===== config.mk =====
export PLATFORM = sky130hd
export DESIGN_NAME = gate_sensor_decoder
export DESIGN_NICKNAME = d
export VERILOG_FILES = /design/src/rtl/gate_pkg.sv /design/src/rtl/sensor_debounce.sv /design/src/rtl/gate_sensor_decoder.sv
export SDC_FILE = /design/constraint.sdc
export NUM_CORES = 1
export LEC_CHECK = 0
export CORE_MARGIN = 4
export CORE_UTILIZATION = 35
export DETAILED_ROUTE_END_ITERATION = 8
export GPL_TIMING_DRIVEN = 1
export PLACE_DENSITY = 0.61
export REMOVE_ABC_BUFFERS = 1
export SETUP_SLACK_MARGIN = 0.05
export SYNTH_ARGS = -nofsm -noshare
export SYNTH_HDL_FRONTEND = slang
export SYNTH_SLANG_ARGS = --single-unit

===== constraint.sdc =====
create_clock -name clk -period 2.1 [get_ports clk]
set_clock_uncertainty 0.1 [all_clocks]
set_input_delay 0.525 -clock clk [delete_from_list [all_inputs] [get_ports clk]]
set_output_delay 0.525 -clock clk [all_outputs]
set_load 0.1 [all_outputs]

===== src/rtl/gate_pkg.sv =====
// Shared definitions for the parking-gate sensor decoder: direction FSM
// states, the single-event encoding that keeps the output pulses mutually
// exclusive, and the filtered sensor-pair codes {a,b}.
package gate_pkg;

  typedef enum logic [2:0] {
    ST_IDLE = 3'd0,
    ST_IN1  = 3'd1,
    ST_IN2  = 3'd2,
    ST_IN3  = 3'd3,
    ST_OUT1 = 3'd4,
    ST_OUT2 = 3'd5,
    ST_OUT3 = 3'd6
  } gate_state_t;

  // At most one event per cycle, so carIn/carOut/abort can never overlap.
  typedef enum logic [1:0] {
    EVT_NONE  = 2'd0,
    EVT_IN    = 2'd1,
    EVT_OUT   = 2'd2,
    EVT_ABORT = 2'd3
  } gate_evt_t;

  // Sensor-pair codes, {a,b}; a = outer beam, b = inner beam, 1 = blocked.
  localparam logic [1:0] SENS_CLEAR = 2'b00;
  localparam logic [1:0] SENS_A     = 2'b10;
  localparam logic [1:0] SENS_AB    = 2'b11;
  localparam logic [1:0] SENS_B     = 2'b01;

endpackage


===== src/rtl/sensor_debounce.sv =====
// One beam sensor: 2-FF synchroniser followed by an optional debouncer.
// Build option GATE_DEBOUNCE_EN: when defined, the filtered level only
// changes after DEBOUNCE_CYCLES consecutive cycles of disagreement; when
// undefined, the filtered level is the synchroniser output.
module sensor_debounce
  import gate_pkg::*;
#(
  parameter int DEBOUNCE_CYCLES = 4
) (
  input  logic clk,
  input  logic reset_n,
  input  logic i_raw,
  output logic o_filt
);

  logic r_sync1;
  logic r_sync2;

  // Synchronise the raw beam input into the clk domain.
  // NOTE: sequential state uses non-blocking (<=) so every flop samples the
  // pre-edge values; blocking here would collapse the two stages into one.
  always_ff @(posedge clk or negedge reset_n) begin
    if (!reset_n) begin
      r_sync1 <= 1'b0;
      r_sync2 <= 1'b0;
    end else begin
      r_sync1 <= i_raw;
      r_sync2 <= r_sync1;
    end
  end

`ifdef GATE_DEBOUNCE_EN
  localparam int CNT_W = $clog2(DEBOUNCE_CYCLES + 1);
  localparam logic [CNT_W-1:0] CNT_LAST = CNT_W'(DEBOUNCE_CYCLES - 1);

  logic [CNT_W-1:0] r_cnt;
  logic             r_filt;

  // Count disagreeing cycles; flip the filtered level on the cycle the count
  // reaches DEBOUNCE_CYCLES, and restart whenever the levels agree.
  always_ff @(posedge clk or negedge reset_n) begin
    if (!reset_n) begin
      r_cnt  <= '0;
      r_filt <= 1'b0;
    end else if (r_sync2 == r_filt) begin
      r_cnt <= '0;
    end else if (r_cnt == CNT_LAST) begin
      r_filt <= r_sync2;
      r_cnt  <= '0;
    end else begin
      r_cnt <= r_cnt + 1'b1;
    end
  end

  assign o_filt = r_filt;
`else
  assign o_filt = r_sync2;
`endif

endmodule


===== src/rtl/gate_sensor_decoder.sv =====
// Parking-gate beam decoder: turns the outer (A) and inner (B) beam sensors
// into one-cycle carIn / carOut / abort pulses plus a busy flag.
// Build option GATE_DEBOUNCE_EN enables the per-sensor debouncers.
// The FSM reacts only when the filtered pair {a,b} changes, so a sequence
// left stalled or abandoned does not restart until the beams move again.
module gate_sensor_decoder
  import gate_pkg::*;
#(
  parameter int DEBOUNCE_CYCLES = 4,
  parameter int TIMEOUT_CYCLES  = 64
) (
  input  logic clk,
  input  logic reset_n,
  input  logic sensorA,
  input  logic sensorB,
  output logic carIn,
  output logic carOut,
  output logic abort,
  output logic busy
);

  localparam int TO_W = $clog2(TIMEOUT_CYCLES + 1);
  localparam logic [TO_W-1:0] TO_LAST = TO_W'(TIMEOUT_CYCLES - 1);
  localparam logic [TO_W-1:0] TO_MAX  = TO_W'(TIMEOUT_CYCLES);

  logic        w_a;
  logic        w_b;
  logic [1:0]  w_ab;
  gate_state_t r_state;
  gate_state_t w_next_state;
  gate_evt_t   w_evt;
  logic [1:0]  r_prev_ab;
  logic [TO_W-1:0] r_to_cnt;
  logic        r_car_in;
  logic        r_car_out;
  logic        r_abort;
  logic        r_busy;

  sensor_debounce #(.DEBOUNCE_CYCLES(DEBOUNCE_CYCLES)) u_sens_a (
    .clk     (clk),
    .reset_n (reset_n),
    .i_raw   (sensorA),
    .o_filt  (w_a)
  );

  sensor_debounce #(.DEBOUNCE_CYCLES(DEBOUNCE_CYCLES)) u_sens_b (
    .clk     (clk),
    .reset_n (reset_n),
    .i_raw   (sensorB),
    .o_filt  (w_b)
  );

  assign w_ab = {w_a, w_b};

  // Next state and event: step on a pair change, otherwise watch the timeout.
  // NOTE: every always_comb output gets a default first; a path that leaves
  // one unassigned would infer a latch.
  always_comb begin
    w_next_state = r_state;
    w_evt        = EVT_NONE;
    if (w_ab != r_prev_ab) begin
      case (r_state)
        ST_IDLE: begin
          if (w_ab == SENS_A)      w_next_state = ST_IN1;
          else if (w_ab == SENS_B) w_next_state = ST_OUT1;
        end
        ST_IN1: begin
          if (w_ab == SENS_AB)         w_next_state = ST_IN2;
          else if (w_ab == SENS_CLEAR) w_next_state = ST_IDLE;
          else begin
            w_next_state = ST_IDLE;
            w_evt        = EVT_ABORT;
          end
        end
        ST_IN2: begin
          if (w_ab == SENS_B)      w_next_state = ST_IN3;
          else if (w_ab == SENS_A) w_next_state = ST_IN1;
          else begin
            w_next_state = ST_IDLE;
            w_evt        = EVT_ABORT;
          end
        end
        ST_IN3: begin
          if (w_ab == SENS_CLEAR) begin
            w_next_state = ST_IDLE;
            w_evt        = EVT_IN;
          end else if (w_ab == SENS_AB) begin
            w_next_state = ST_IN2;
          end else begin
            w_next_state = ST_IDLE;
            w_evt        = EVT_ABORT;
          end
        end
        ST_OUT1: begin
          if (w_ab == SENS_AB)         w_next_state = ST_OUT2;
          else if (w_ab == SENS_CLEAR) w_next_state = ST_IDLE;
          else begin
            w_next_state = ST_IDLE;
            w_evt        = EVT_ABORT;
          end
        end
        ST_OUT2: begin
          if (w_ab == SENS_A)      w_next_state = ST_OUT3;
          else if (w_ab == SENS_B) w_next_state = ST_OUT1;
          else begin
            w_next_state = ST_IDLE;
            w_evt        = EVT_ABORT;
          end
        end
        ST_OUT3: begin
          if (w_ab == SENS_CLEAR) begin
            w_next_state = ST_IDLE;
            w_evt        = EVT_OUT;
          end else if (w_ab == SENS_AB) begin
            w_next_state = ST_OUT2;
          end else begin
            w_next_state = ST_IDLE;
            w_evt        = EVT_ABORT;
          end
        end
        default: w_next_state = ST_IDLE;
      endcase
    end else if (r_state != ST_IDLE && r_to_cnt == TO_LAST) begin
      w_next_state = ST_IDLE;
      w_evt        = EVT_ABORT;
    end
  end

  // State register and last-seen pair for change detection.
  always_ff @(posedge clk or negedge reset_n) begin
    if (!reset_n) begin
      r_state   <= ST_IDLE;
      r_prev_ab <= SENS_CLEAR;
    end else begin
      r_state   <= w_next_state;
      r_prev_ab <= w_ab;
    end
  end

  // Stall timer: restarts on any state change and while idle, saturates.
  always_ff @(posedge clk or negedge reset_n) begin
    if (!reset_n) begin
      r_to_cnt <= '0;
    end else if (r_state == ST_IDLE || w_next_state != r_state) begin
      r_to_cnt <= '0;
    end else if (r_to_cnt != TO_MAX) begin
      r_to_cnt <= r_to_cnt + 1'b1;
    end
  end

  // Registered outputs, updated on the same edge as the state.
  always_ff @(posedge clk or negedge reset_n) begin
    if (!reset_n) begin
      r_car_in  <= 1'b0;
      r_car_out <= 1'b0;
      r_abort   <= 1'b0;
      r_busy    <= 1'b0;
    end else begin
      r_car_in  <= (w_evt == EVT_IN);
      r_car_out <= (w_evt == EVT_OUT);
      r_abort   <= (w_evt == EVT_ABORT);
      r_busy    <= (w_next_state != ST_IDLE);
    end
  end

  assign carIn  = r_car_in;
  assign carOut = r_car_out;
  assign abort  = r_abort;
  assign busy   = r_busy;

endmodule

# Word-level counts from Yosys, hierarchy flattened
# Cells that the tools add are included.
op_classes:
  add_sub_neg: 1
  reduce_logical: 8
  n_mux: 27
  n_eq_ne: 16
ops:
  columns: ["operator", "n"]
  rows:
  - ["$mux 2", 14]
  - ["$mux 3", 8]
  - ["$pmux 3 s7", 1]
  - ["$mux 7", 2]
  - ["$pmux 2 s5", 1]
  - ["$eq 3x3->1 const B", 3]
  - ["$eq 2x2->1 const B", 4]
  - ["$add 7x1->7 const B", 1]
  - ["$eq 7x6->1 const B", 1]
  - ["$ne 7x7->1 const B", 1]
  - ["$eq 3x2->1 const B", 2]
  - ["$reduce_bool 3->1", 2]
  - ["$eq 2x1->1 const B", 2]
  - ["$eq 3x1->1 const B", 1]
  - ["$logic_not 3->1", 1]
  - ["$ne 3x3->1", 1]
  - ["$logic_not 2->1", 1]
  - ["$ne 2x2->1", 1]
  - ["$reduce_bool 2->1", 1]
  - ["$reduce_or 2->1", 1]
  - ["$logic_and 1x1->1", 1]
  - ["$logic_or 1x1->1", 1]
  - ["$mux 1", 1]
totals:
  input_bits: 4
  wordCells: 63
  out_inout_bits: 4
  regBits: 20

# Depth between registers and ports, before layout
depth:
  depth_word: 8
  depth_mapped: 7
  mapped_depth_nobuf: 7

# Cells and area by module
# A second synthesis with hierarchy kept.
hier_totals:
  hier_cells: 98
  area_unflattened_um2: 1056.0
modules_own_cells:
  columns: ["module", "area_per_inst_um2", "n_inst", "cells_per_inst", "seq_area_each_um2"]
  rows:
  - ["gate_sensor_decoder", 955.9, 1, 94, 400.4]
  - ["sensor_debounce", 50.0, 2, 2, 50.0]

# Worst setup path before layout
# Ideal clock, no wire load.
synth_path:
  path_kind: "register to register"
  from: "register u_sens_a.r_sync2 (netlist: u_sens_a.o_filt)"
  to: "register r_busy (netlist: busy)"
  setup_time_ns: 0.144
  required_time_ns: 1.856
  stages_incl_launch_ff: 8
  slack_ns: 0.084
  synth_period_minus_slack_ns: 2.016
  n_path_buf: 0
  t_arrival_ns: 1.772
  cell_sequence: "dfrtp_1 > inv_1 > ha_1 > inv_1 > mux4_2 > nand3_1 > a21boi_0 > o2111ai_1"
synth_between:
  elab_chain_cells: 6
  elab_cells_between_ends: 18
  classes_between: "eq/ne (4); mux (12); reduce/logical (2)"
synth_lines:
  columns: ["element", "line_no", "rtl"]
  rows:
  - ["from (decl)", "sensor_debounce.sv:17", "logic r_sync2;"]
  - ["from (signal assigned)", "sensor_debounce.sv:28", "r_sync2 <= r_sync1;"]
  - ["$eq 2x2->1 (tied with other cells)", null, null]
  - ["$mux 3 (tied with other cells)", "gate_sensor_decoder.sv:114", "end else if (w_ab == SENS_AB) begin"]
  - ["$mux 3 (tied with other cells)", "gate_sensor_decoder.sv:111", "if (w_ab == SENS_CLEAR) begin"]
  - ["$pmux 3 s7", "gate_sensor_decoder.sv:62", "case (r_state)"]
  - ["$mux 3 (*)", "gate_sensor_decoder.sv:61", "if (w_ab != r_prev_ab) begin"]
  - ["$reduce_bool 3->1 (*)", "gate_sensor_decoder.sv:162", "r_busy <= (w_next_state != ST_IDLE);"]
  - ["to (signal assigned)", "gate_sensor_decoder.sv:162", null]
  - ["to (decl)", "gate_sensor_decoder.sv:37", "logic r_busy;"]
# Mark *: on every way between the ends. The rest lies on a longest branch, timed or not.
# A chain may end at the register's enable or synchronous reset.

# Worst setup path after layout
layout_path:
  from: "register u_sens_b.r_sync2 (netlist: u_sens_b.o_filt)"
  to: "register r_busy (netlist: busy)"
layout_between:
  elab_chain_cells: 6
  elab_cells_between_ends: 18
  classes_between: "eq/ne (4); mux (12); reduce/logical (2)"
layout_lines:
  columns: ["element", "line_no"]
  rows:
  - ["from (decl)", "sensor_debounce.sv:17"]
  - ["from (signal assigned)", "sensor_debounce.sv:28"]
  - ["$eq 2x2->1 (tied with other cells)", null]
  - ["$mux 3 (tied with other cells)", "gate_sensor_decoder.sv:114"]
  - ["$mux 3 (tied with other cells)", "gate_sensor_decoder.sv:111"]
  - ["$pmux 3 s7", "gate_sensor_decoder.sv:62"]
  - ["$mux 3 (*)", "gate_sensor_decoder.sv:61"]
  - ["$reduce_bool 3->1 (*)", "gate_sensor_decoder.sv:162"]
# Marks and branches as above.

==> metrics <==
clock share of power about 16%; top-count cell post-synth dfrtp_1; nature of the critical path startpoint register; drt initial violations 12; Post-Syn Area between 1000 and 1500 um^2; Flop pwr share ~44%; initial antenna violation count 0; layout cells sized above 1 23.4%; TritonCTS Buffers 3; # setup viols final 0; Clock Tree Buf Depth 2; CTS tree built; crit-path cells ha_4, inv_1, mux4_2, nand3_1, a21boi_2, o2111ai_1; DP HPWL 1550 um; die area ~4200 um^2; core area roughly 3100 um^2; CTS Sinks 20; Setup TNS 0 ns; Mapped Cells roughly 120; internal power 0.000670 W; setup slack after layout between 0.1 and 0.15 ns; largest family of logic cells by synthesized area simple AND/OR/NAND/NOR gates; Die Height about 65 um; # diodes 0; vias in the first global route 936; pre-CTS WS 0.00703 ns; clock latency on the worst-skew pair approximately 0.3 ns; compound-cell area share of the yosys netlist approximately 16%; H-tree levels 1; Setup CP Type register to register; worst min-delay path category register to register; number of fill cells in the layout between 200 and 300; Synth Register Bits 20; Pleak between 0.5 and 0.6 nW; DRC violations left 0; P&R area growth vs syn 21.5%; Adder-Cell Fraction of Synth Area 7.68%; Cell variety after synth 37; Avg Cell Area, Syn 9.92 um^2; worst path required time about 2.2 ns; ys async rst share 100%; Comb pwr share 39.5%; multiplexer share of the synthesized area around 4.7%; status finished clean; via-per-instance ratio just under 5; fin util ~45%; Hold Vio Cnt, Final 0; fin crit share between 90 and 100%; GRT Resource Usage Total 11.7%; Slew @ Worst Pin roughly 0.45 ns; Placer Congestion around 0.87; vias 844; sw frac around two fifths; Starting Density between 30% and 40%; post-synthesis xor/xnor area fraction 5.37%; Slew Viols, Final 0; Critical-path top delay cell dfrtp_2; Worst-path clk slew 0.11 ns; Port Buf Inserts 7; minimum clock period around 2 ns; Routed Antenna Nets 0; global route total overflow 0; leading area contributor after synthesis dfrtp_1; CTS root buffer clkbuf_4; Slowest Stage Delay on Critical Path 0.47 ns; max-cap violation count 0; Post-synth EDFFs 0; critical path's top delay family flip-flops; Synth top cells by count dfrtp_1, nor2_1, inv_1, nand2_1, o21ai_0; worst vdd ir about 0.00037 V; final wirelength between 2000 and 2500 um; largest net degree at the start of global routing 21; RSZ-0062 raised after global routing false; Storage cell area 502 um^2; Post-CTS Setup Bufs 0; post-synth top area share between 40% and 50%; pwr dens 797 nW/um^2; Final Total Pwr ~0.0011 W; Die W about 65 um; critical path peak fanout 6; Seq/Total Area, Yosys roughly 44%; WP data arrival slightly above 2 ns; multi-input logic area 636 um^2; largest cells by area after synthesis dfrtp_1, ha_1, nor2_1; Std-Cell Rows 20; Net Switching between 0.0004 and 0.0005 W; DRT Pass-1 Iters 6; worst relative slew slack between 60% and 70%; Final Net Count approximately 140; nature of the critical path endpoint register; fmax approximately 500 MHz; io pins 8; Primary FF master, synth dfrtp_1; drt wl/cell between 10 and 15 um; Simple-Gate Fraction of Synth Area between 10% and 20%; worst path buffer plus inverter count 1; Synth Warn # 0; first-pass GRT wire length approximately 4000 um
[power groups by stage]
stage	combinational (W)	clock, W	sequential [W]
detailed placement	0.000405	0	0.000493
finish	0.000437	0.000178	0.000490
global placement	0.000400	0	0.000492
global route	0.000482	0.000204	0.000496
floorplan	0.000186	0	0.000577
CTS	0.000406	0.000192	0.000485
[what timing repair did]
| item | in CTS | in global routing |
|---|---|---|
| resized for setup | 1 | 11 |
| endpoints found under the setup margin | 4 | 9 |
| hold buffers | 0 | 0 |
| pin swaps | 0 | 1 |
[registers in the layout, summed over array words and instances (netlist names)]
register          count
carOut                1
u_sens_a.o_filt       1
u_sens_b.r_sync1      1
r_to_cnt              7
r_prev_ab             2
abort                 1
u_sens_a.r_sync1      1
busy                  1
u_sens_b.o_filt       1
carIn                 1
r_state               3
[final timing paths]
kind / from / endpoint / slack [ns] / cells after the start
worst max-delay path: u_sens_b.o_filt / busy / 0.14 / 6
worst min-delay path: u_sens_a.r_sync1 / u_sens_a.o_filt / 0.27 / 0
worst max register to register: u_sens_b.o_filt / busy / 0.14 / 6
worst min register to register: u_sens_a.r_sync1 / u_sens_a.o_filt / 0.27 / 0
max in group asynchronous: reset_n / u_sens_b.o_filt / 1.22 / 2
min in group asynchronous: reset_n / abort / 0.45 / 2
[placed cells by master (no fill, tap or decap), drive strengths merged, types with 5 or more instances in the layout]
| cell | netlist | routed |
|---|---|---|
| o21ai | 8 | 8 |
| buf | 1 | 11 |
| ha | 7 | 7 |
| nor2 | 12 | 12 |
| dfrtp | 20 | 20 |
| inv | 9 | 9 |
| nand2 | 8 | 8 |
| xor2 | 5 | 5 |
[logic make-up after synthesis]
group,after synthesis
simple gates,37
compound gates,27
flops,20
buf+inv,13
xor+xnor,7
fa+ha+maj,7
mux,4
[final cells by class]
type                    count  share of cell area (%)
clock buffers               3                    1.62
flip-flops and latches     20                    36.2
multi-input cells          82                    45.8
well taps                  44                    3.97
repair buffers             14                    9.93
inverters                   9                    2.44
[routing by layer]
metal | wire length, um | part of all wire (%) | global-route usage [%]
met5 | 0 | 0 | 0
met4 | 23 | 1.1 | 4.40
met3 | 97 | 4.5 | 4.27
met2 | 982 | 46 | 19.3
met1 | 1050 | 49 | 14.0
[per-stage QoR]
| step | hold slack, ns | cells | area (um^2) |
|---|---|---|---|
| 6_report | 0.267 | 172 | 1390 |
| 5_1_grt | 0.285 | 172 | 1390 |
| 4_1_cts | 0.271 | 172 | 1330 |
| 3_5_place_dp | 0.246 | 169 | 1310 |
| 3_3_place_gp | 0.243 | 169 | 1310 |
| 2_1_floorplan | 0.129 | 111 | 1120 |
(Power assumes the default switching activity.)
